### src/rtl/alu_cmd_sequencer.sv
// alu_cmd_sequencer: collects a 4-byte command frame (opcode, A, B, flags),
// issues it to the alu with a one-cycle strobe, waits for the result with a
// timeout, and returns a 2-byte response frame (result, status).
//
// Handshake rule for both byte streams: a byte moves on a rising clk edge
// where valid and ready are both high. A producer holding valid keeps its
// data stable until that edge; ready may be low at any time.
module alu_cmd_sequencer #(
  parameter int TIMEOUT_CYCLES = 16,
  parameter int MAX_OPCODE     = 19,
  parameter int CNT_W          = 8
) (
  input  logic       clk,
  input  logic       rst,
  input  logic [7:0] in_data_i,
  input  logic       in_valid_i,
  output logic       in_ready_o,
  output logic [4:0] alu_opcode_o,
  output logic [7:0] alu_operand_a_o,
  output logic [7:0] alu_operand_b_o,
  output logic       alu_carry_in_o,
  output logic       alu_borrow_in_o,
  output logic       alu_enable_o,
  output logic       alu_input_ready_o,
  input  logic [7:0] alu_result_i,
  input  logic       alu_result_ready_i,
  input  logic       alu_carry_out_i,
  input  logic       alu_borrow_out_i,
  input  logic       alu_zero_i,
  input  logic       alu_negative_i,
  input  logic       alu_overflow_i,
  output logic [7:0] out_data_o,
  output logic       out_valid_o,
  input  logic       out_ready_i,
  output logic       busy_o,
  output logic [2:0] dbg_state_o
);

  typedef enum logic [2:0] {
    S_OP    = 3'd0,
    S_A     = 3'd1,
    S_B     = 3'd2,
    S_FLG   = 3'd3,
    S_ISSUE = 3'd4,
    S_WAIT  = 3'd5,
    S_RES   = 3'd6,
    S_STAT  = 3'd7
  } state_t;

  localparam logic [4:0]       MAX_OP  = MAX_OPCODE[4:0];
  localparam logic [CNT_W-1:0] TO_LAST = CNT_W'(TIMEOUT_CYCLES - 1);

  state_t           state_q, state_d;
  logic [4:0]       opcode_q;
  logic [7:0]       a_q, b_q;
  logic             cin_q, bin_q;
  logic [7:0]       result_q;
  logic [4:0]       flags_q;   // {overflow, negative, zero, borrow, carry}
  logic             err_op_q, err_to_q;
  logic [CNT_W-1:0] cnt_q;
  logic             en_q;
  logic             accept;
  logic             op_bad;
  logic             timeout;

  assign accept  = in_valid_i && in_ready_o;
  assign op_bad  = (opcode_q > MAX_OP);
  assign timeout = (cnt_q == TO_LAST);

  // State register.
  always_ff @(posedge clk) begin
    if (rst) state_q <= S_OP;
    else     state_q <= state_d;
  end

  // Next-state logic; a result arriving on the timeout cycle wins.
  always_comb begin
    state_d = state_q;
    case (state_q)
      S_OP:    if (accept) state_d = S_A;
      S_A:     if (accept) state_d = S_B;
      S_B:     if (accept) state_d = S_FLG;
      S_FLG:   if (accept) state_d = op_bad ? S_RES : S_ISSUE;
      S_ISSUE: state_d = S_WAIT;
      S_WAIT:  if (alu_result_ready_i || timeout) state_d = S_RES;
      S_RES:   if (out_ready_i) state_d = S_STAT;
      S_STAT:  if (out_ready_i) state_d = S_OP;
      default: state_d = S_OP;
    endcase
  end

  // Frame capture, result capture, timeout counter and error flags.
  always_ff @(posedge clk) begin
    if (rst) begin
      opcode_q <= '0;
      a_q      <= '0;
      b_q      <= '0;
      cin_q    <= 1'b0;
      bin_q    <= 1'b0;
      result_q <= '0;
      flags_q  <= '0;
      err_op_q <= 1'b0;
      err_to_q <= 1'b0;
      cnt_q    <= '0;
      en_q     <= 1'b0;
    end else begin
      en_q <= 1'b1;
      case (state_q)
        S_OP: if (accept) opcode_q <= in_data_i[4:0];
        S_A:  if (accept) a_q <= in_data_i;
        S_B:  if (accept) b_q <= in_data_i;
        S_FLG: begin
          if (accept) begin
            cin_q <= in_data_i[0];
            bin_q <= in_data_i[1];
            if (op_bad) begin
              err_op_q <= 1'b1;
              result_q <= '0;
              flags_q  <= '0;
            end
          end
        end
        S_ISSUE: cnt_q <= '0;
        S_WAIT: begin
          if (alu_result_ready_i) begin
            result_q <= alu_result_i;
            flags_q  <= {alu_overflow_i, alu_negative_i, alu_zero_i,
                         alu_borrow_out_i, alu_carry_out_i};
          end else if (timeout) begin
            err_to_q <= 1'b1;
            result_q <= '0;
            flags_q  <= '0;
          end else begin
            cnt_q <= cnt_q + 1'b1;
          end
        end
        S_STAT: begin
          if (out_ready_i) begin
            err_op_q <= 1'b0;
            err_to_q <= 1'b0;
          end
        end
        default: ;
      endcase
    end
  end

  // Output decode from state and held registers.
  always_comb begin
    in_ready_o        = 1'b0;
    alu_input_ready_o = 1'b0;
    out_valid_o       = 1'b0;
    out_data_o        = 8'h00;
    busy_o            = (state_q != S_OP);
    case (state_q)
      S_OP, S_A, S_B, S_FLG: in_ready_o = !rst;
      S_ISSUE: alu_input_ready_o = 1'b1;
      S_RES: begin
        out_valid_o = 1'b1;
        out_data_o  = result_q;
      end
      S_STAT: begin
        out_valid_o = 1'b1;
        out_data_o  = {1'b0, err_to_q, err_op_q, flags_q};
      end
      default: ;
    endcase
  end

  assign alu_opcode_o    = opcode_q;
  assign alu_operand_a_o = a_q;
  assign alu_operand_b_o = b_q;
  assign alu_carry_in_o  = cin_q;
  assign alu_borrow_in_o = bin_q;
  assign alu_enable_o    = en_q;
  assign dbg_state_o     = state_q;

endmodule

### config.mk
export PLATFORM = sky130hd
export DESIGN_NAME = alu_cmd_sequencer
export DESIGN_NICKNAME = d
export VERILOG_FILES = /design/src/rtl/alu_cmd_sequencer.sv
export SDC_FILE = /design/constraint.sdc
export NUM_CORES = 1
export LEC_CHECK = 0
export CELL_PAD_IN_SITES_DETAIL_PLACEMENT = 2
export CELL_PAD_IN_SITES_GLOBAL_PLACEMENT = 2
export CORE_AREA = 2 2 88 90
export DETAILED_ROUTE_END_ITERATION = 10
export DIE_AREA = 0 0 90 92
export GPL_TIMING_DRIVEN = 1
export PLACE_DENSITY_LB_ADDON = 0.1
export RECOVER_POWER = 25
export SKIP_LAST_GASP = 1
export SYNTH_ARGS = -nofsm -noshare
export SYNTH_HDL_FRONTEND = slang
export SYNTH_SLANG_ARGS = --single-unit
export TNS_END_PERCENT = 30
### constraint.sdc
create_clock -name clk -period 4.3 [get_ports clk]
set_clock_uncertainty 0.05 [all_clocks]
set_input_delay 1.29 -clock clk [delete_from_list [all_inputs] [get_ports clk]]
set_output_delay 1.29 -clock clk [all_outputs]
set_load 0.005 [all_outputs]
Yosys cells after proc, flatten, opt, wreduce, memory -nomap -nowiden
Cells that the tools add are included.
{"block": "classes", "addsub": 1, "muxes": 34, "magnitude_cmp": 1, "n_eq_ne": 20, "reduce_logical": 20}
{"operator": "8-bit 2-to-1 mux", "n": 6}
{"operator": "8-bit case mux with 2 select lines", "n": 3}
{"operator": "3-bit case mux with 8 select lines", "n": 1}
{"operator": "2-bit inequality test, second input constant", "n": 11}
{"operator": "3-bit 2-to-1 mux", "n": 7}
{"operator": "5-bit 2-to-1 mux", "n": 4}
{"operator": "3-bit == test, second input constant", "n": 4}
{"operator": "4-bit AND reduction", "n": 3}
{"operator": "5-bit case mux with 2 select lines", "n": 1}
{"operator": "1-bit 2-to-1 mux", "n": 9}
{"operator": "8-bit by 1-bit adder with 8-bit output, second input constant", "n": 1}
{"operator": "8-bit by 4-bit == test with 1-bit output, second input constant", "n": 1}
{"operator": "2-bit AND reduction", "n": 4}
{"operator": "2-bit nonzero test", "n": 4}
{"operator": "7-bit AND reduction", "n": 1}
{"operator": "3-bit by 2-bit == test with 1-bit output, second input constant", "n": 2}
{"operator": "5-bit > comparator, second input constant", "n": 1}
{"operator": "1-bit case mux with 2 select lines", "n": 2}
{"operator": "4-bit OR reduction", "n": 1}
{"operator": "3-bit by 1-bit == test with 1-bit output, second input constant", "n": 1}
{"operator": "3-bit zero test", "n": 1}
{"operator": "3-bit inequality test, second input constant", "n": 1}
{"operator": "3-bit AND reduction", "n": 1}
{"operator": "3-bit nonzero test", "n": 1}
{"operator": "5 further kinds", "n": 5}
{"block": "word_totals", "out_inout_bits": 39, "elab_cells": 88, "register_bits": 50}

Longest topological paths before layout
Gate-level depths: netlist of the first run.
{"block": "logic_depth", "ltp_word": 6, "depth_mapped": 7, "depth_no_buf": 5}

Worst setup path after synthesis of the first run
OpenSTA, ideal clock, no wires.
{"block": "synth_timing", "kind": "input to output", "from": "input port rst", "to": "output port in_ready_o", "slack_ns": 1.425, "t_arrival_ns": 1.535, "required_time_ns": 2.960, "path_stages": 2, "path_cell_list": "buf_6 nor2_1"}
{"block": "synth_between", "elab_chain_cells": 2}
{"element": "start, declared", "line": "14", "source": "input logic rst,"}
{"element": "1-bit zero test", "line": "156", "source": "S_OP, S_A, S_B, S_FLG: in_ready_o = !rst;"}
{"element": "1-bit 2-to-1 mux", "line": "155", "source": "case (state_q)"}
{"element": "end, declared", "line": "17", "source": "output logic in_ready_o,"}
Every way passes these cells.

Worst setup path in the final report of the first run
Ends and elaborated chain as after synthesis.

==> results of run 1 <==
## Yosys cell counts (3+ instances only)
library cell	instances
mux2i_1	30
a21boi_0	3
buf_6	3
nor3_1	3
nand4_1	4
clkbuf_1	6
or3_1	5
nor2_1	33
a21oi_1	4
o31ai_1	3
a22o_1	13
o21ai_0	7
dfxtp_1	50
and3_1	3
nor2b_1	3
inv_1	6
nand3_1	5
nand2_1	8
## final timing paths
check / start / to / cells after the start
min reg2reg: result_q[7]$_SDFFE_PP0P_ / result_q[7]$_SDFFE_PP0P_ / 1
max reg2reg: dbg_state_o[0]$_SDFFE_PP0P_ / alu_operand_a_o[5]$_SDFFE_PP0P_ / 4
max: rst / in_ready_o / 3
min: result_q[7]$_SDFFE_PP0P_ / result_q[7]$_SDFFE_PP0P_ / 1
## cell families (layout without fill, tap and decap cells)
kind of cell | after synthesis | after routing | share of synthesized area, %
simple gates | 74 | 74 | 17.7
flops | 50 | 50 | 47.1
compound gates | 42 | 42 | 15.7
mux | 30 | 30 | 14.1
buf+inv | 18 | 82 | 4.36
fa+ha+maj | 1 | 1 | 0.589
xor+xnor | 1 | 1 | 0.413
## sequential cells by signal, indices dropped and copies added (netlist names), 3 cells and up
register,count
alu_operand_a_o,8
alu_operand_b_o,8
cnt_q,8
result_q,8
alu_opcode_o,5
flags_q,5
dbg_state_o,3
## power breakdown
group	switching, mW	internal [mW]	leakage [nW]	total [mW]
logic	0.0330	0.0447	0.709	0.0777
clock network	0.158	0.115	0.0452	0.274
registers	0.00881	0.469	0.404	0.478
total	0.200	0.629	1.16	0.829
## routing by layer
metal	part of all wire, %	GRT usage, %	wire length, um
met1	44	18.4	2690
met2	51	27.2	3110
met3	4.0	3.94	243
met4	0.97	3.59	59
met5	0	0	0
## layout make-up
class                      count  share of cell area, %
sequential                    50                   34.1
inverter                       6                  0.767
clock buffer                   6                   2.47
clock inverter                 2                  0.468
multi-input combinational    148                   35.1
timing repair buffer          68                   22.8
tap                          102                   4.34
## worst register-to-register path, cell delays in order (launching register included)
cell and delay (ps):
dfxtp_1 860, buf_4 300, nand4_1 530, mux2i_1 340
nor2_1 60
## metrics by stage
step | std cells | area (sq um)
6_report | 382 | 2940
5_1_grt | 382 | 2940
4_1_cts | 382 | 2940
3_5_place_dp | 374 | 2850
3_3_place_gp | 374 | 2850
2_1_floorplan | 216 | 2120
==> flow_metrics.tcl, run 1 <==
set metrics [dict create \
    post_cts_resized 0 \
    slowest_delay_ps 560 \
    cellLeakagePower_nw 1.16 \
    nFillCells 854 \
    path_buf_inv 2 \
    power_mw 0.829 \
    worst_slew_pin_slew_ps 810 \
    finalCriticalPeriod_ps 3890 \
    crit_chain "dlygate4sd3_1 -> nor2_1 -> clkdlybuf4s50_1" \
    cts.sinks 50 \
    track_usage_pct 15.2 \
    clock_latency_ps 300 \
    crit_slowest_cell "dlygate4sd3_1" \
    syn_area_per_cell_sq_um 9.83 \
    cellPowerDensity_nw_per_um2 282 \
    synth-seq-cells 50 \
    whs_ps 432 \
    io_buffers 64 \
    reg2reg_slack_ps 2040 \
    worst_ep_arrival_time_ps 2550 \
    slew_viol_final 0 \
    hold_buffers 0 \
    start_util_pct 28.5 \
    drt-wirelength-per-cell_um 16.0 \
    clk_pin_slew_worst_paths_ps 100 \
    cap_violations 0 \
    critPathKind "in -> out" \
    via_per_inst 4.86 \
    place.detailed.hpwl_um 4490 \
    die_area_sq_um 8280 \
    final_cell_mix "dfxtp_1 (50), clkdlybuf4s50_1 (44), nor2_1 (33), mux2i_1 (30), dlygate4sd3_1 (20)" \
    gp_congestion 0.688 \
    status "complete, no violations" \
    grt_pass1_vias 2051 \
    final_core_util_pct 39.4 \
    syn_nets 243 \
    hp-class "reg -> reg" \
    place_ws_ps 549 \
    diodes 0 \
    fp.dieW_um 90 \
    clockBufferDepth 2 \
    setup_tns_ps 0 \
    grt_pass1_wl_um 10200 \
    hold_violations 0 \
    layout_commonest_cell "dfxtp_1" \
    yosysWarnings 0 \
    synth.distinct_cells 40 \
    rsz0062_at_grt "no" \
    max-vdd-ir-drop_v 0.000109 \
    path_delay_family "buffers and inverters" \
    std_cell_rows 32 \
    register_area_sq_um 1000 \
    core_sq_um 7450 \
    cts_tree "built" \
    cts_root_buf "clkbuf_8" \
    postCtsSetupBuffers 0 \
    layout.nets 306 \
    multi_input_area_sq_um 1030 \
    period_share_pct 90.5 \
    synth-edff-count 0 \
    max-slew-margin-rel_pct 46.0 \
    endpoint_kind "primary output" \
    ios 65 \
    htreeDepth 2 \
    path_max_fanout 2 \
    vias 1858 \
    drtIter0Drc 37 \
    routed_wl_um 6100 \
    max_freq_ghz 0.257 \
    synthesis.area_sq_um 2120 \
    cp.required_ps 2960 \
    synth_top_area_share_pct 47.1 \
    area_growth_pct 38.4 \
    yosysTopAreaCell "dfxtp_1" \
    drc 0 \
    layout-drive-gt1-share_pct 6.07 \
    synth.area.top_cells "dfxtp_1 (47%), mux2i_1 (14%), nor2_1 (5.8%)" \
    cts_buffers 5 \
    die_height_um 92 \
    fin_ws_ps 409 \
    ys.flop_type "dfxtp_1" \
    cp-start-kind "input pin" \
    ant_nets 0 \
    grt_max_degree 37 \
    firstDrtPassIters 4 \
    setup_violations 0 \
    synth_cells 216 \
    yosysSeqAreaShare_pct 47.1 \
    async_flop_share_pct 0 \
    grt_overflow_total 0 \
    antenna_found_initial 0 \
]
Power figures use the tool's default switching activity.
==> run 2, diff against run 1 <==
Settings changed: CORE_AREA 2 2 88 90 to 2 2 91 93, DIE_AREA 0 0 90 92 to 0 0 93 95, SKIP_CTS_REPAIR_TIMING set to 1.
Clock period 4.3 ns to 4.4 ns, I/O delays scaled along.
==> run 2 against run 1 <==
  * Utilization fell by 2.2 points
  * Register-to-register slack improved by 260 ps
  * Combinational power fell by 1%
  * Wire length fell by 1.2%
  * Critical endpoint unchanged
  * Largest cell class unchanged
==> flow_metrics.tcl, run 2 (synthesized netlist as in run 1, its figures left out) <==
set metrics [dict create \
    rr_startpoint "dbg_state_o[2]$_SDFFE_PP0P_" \
    drt-wirelength-per-cell_um 15.7 \
    grt_pass1_wl_um 10100 \
    reg2reg_slack_ps 2300 \
    diodes 0 \
    worstHoldStart "result_q[2]$_SDFFE_PP0P_" \
    std_cell_rows 33 \
    die_height_um 95 \
    place.detailed.hpwl_um 4360 \
    layout_commonest_cell "dfxtp_1" \
    fin_ws_ps 456 \
    cp.required_ps 3030 \
    cellLeakagePower_nw 1.16 \
    final_core_util_pct 37.3 \
    ant_nets 0 \
    power_mw 0.860 \
    clock_latency_ps 300 \
    antenna_found_initial 0 \
    layout.cells.non_filler 384 \
    io_buffers 64 \
    core_sq_um 7930 \
    worst_ep_arrival_time_ps 2570 \
    track_usage_pct 14.7 \
    period_share_pct 89.6 \
    drc 0 \
    via_per_inst 4.79 \
    fp.dieW_um 93 \
    cts_tree "built" \
    worstRegToRegCells 4 \
    place_ws_ps 587 \
    cap_violations 0 \
    die_area_sq_um 8840 \
    cts.sinks 50 \
    whs_ps 431 \
    worst_slew_pin_slew_ps 737 \
    layout.nets 305 \
    cts_root_buf "clkbuf_8" \
    hold_end "result_q[2]$_SDFFE_PP0P_" \
    hp-class "reg -> reg" \
    path_max_fanout 2 \
    post_dp_cell_area_sq_um 2850 \
    slew_viol_final 0 \
    critPathKind "in -> out" \
    ios 65 \
    grt_max_degree 37 \
    grt_pass1_vias 2058 \
    cp-start-kind "input pin" \
    setup_tns_ps 0 \
    max_freq_ghz 0.254 \
    htreeDepth 2 \
    rsz0062_at_grt "no" \
    routed_wl_um 6030 \
    worstHoldPathCells 1 \
    start_util_pct 26.8 \
    rr_endpoint "flags_q[3]$_SDFFE_PP0P_" \
    clockBufferDepth 2 \
    max-vdd-ir-drop_v 0.000113 \
    setup_violations 0 \
    hold_violations 0 \
    area_growth_pct 39.1 \
    vias 1840 \
    drtIter0Drc 36 \
    cellPowerDensity_nw_per_um2 291 \
    status "complete, no violations" \
    final_cell_mix "dfxtp_1 (50), clkdlybuf4s50_1 (43), nor2_1 (33), mux2i_1 (30), dlygate4sd3_1 (21)" \
    firstDrtPassIters 4 \
    cts_buffers 5 \
    finalCriticalPeriod_ps 3940 \
    endpoint_kind "primary output" \
    layout-drive-gt1-share_pct 5.38 \
    design_area_sq_um 2950 \
    max-slew-margin-rel_pct 50.4 \
    gp_congestion 0.733 \
    dpl.cell_count 376 \
    grt_overflow_total 0 \
    clk_pin_slew_worst_paths_ps 90 \
    crit_start "rst" \
]
-- run 2: cell types whose count changed in the layout (fill, tap and decap cells not counted) --
cell and change:
clkinv_2 -1, clkdlybuf4s50_1 -1, dlygate4sd3_1 +1, bufinv_16 +1
clkbuf_1 +1, clkinv_4 -1, buf_4 -1
-- run 2: worst max-delay path, cell delays in order --
cell	delay [ps]
dlygate4sd3_1	570
nor2_1	140
clkdlybuf4s50_1	540
-- run 2: power breakdown --
| group | switching, mW | leakage (nW) | total (mW) | internal, mW |
|---|---|---|---|---|
| registers | 0.00728 | 0.404 | 0.465 | 0.458 |
| logic | 0.0332 | 0.707 | 0.0766 | 0.0434 |
| clock network | 0.148 | 0.0524 | 0.318 | 0.170 |
-- run 2: layout make-up --
| type | instances | area, sq um |
|---|---|---|
| clock buffer | 7 | 76.3 |
| clock inverter | 1 | 30.0 |
| fill | 887 | 4970 |
| inverter | 6 | 22.5 |
| multi-input combinational | 148 | 1030 |
| sequential | 50 | 1000 |
| tap | 105 | 131 |
| timing repair buffer | 67 | 663 |
-- run 2: layer usage --
layer | GRT usage (%) | vias up | share of wire [%]
met1 | 17.0 | 895 | 43
met2 | 26.3 | 36 | 51
met5 | 0 | - | 0
met4 | 3.68 | 0 | 0.98
li1 | - | 903 | -
met3 | 4.71 | 6 | 5.0
-- run 2: worst max path at each step --
| stage | depth (start not counted) | to |
|---|---|---|
| after CTS | 3 | in_ready_o |
| after detailed placement | 3 | in_ready_o |
| after floorplan | 2 | in_ready_o |
| final | 3 | in_ready_o |
| after global routing | 3 | in_ready_o |
| after global placement | 3 | in_ready_o |
==> run 3, diff against run 2 <==
Settings changed: SLEW_MARGIN set to 40.
==> results of run 3 <==
The final DEF is identical to that of run 2; final timing and power are the same.
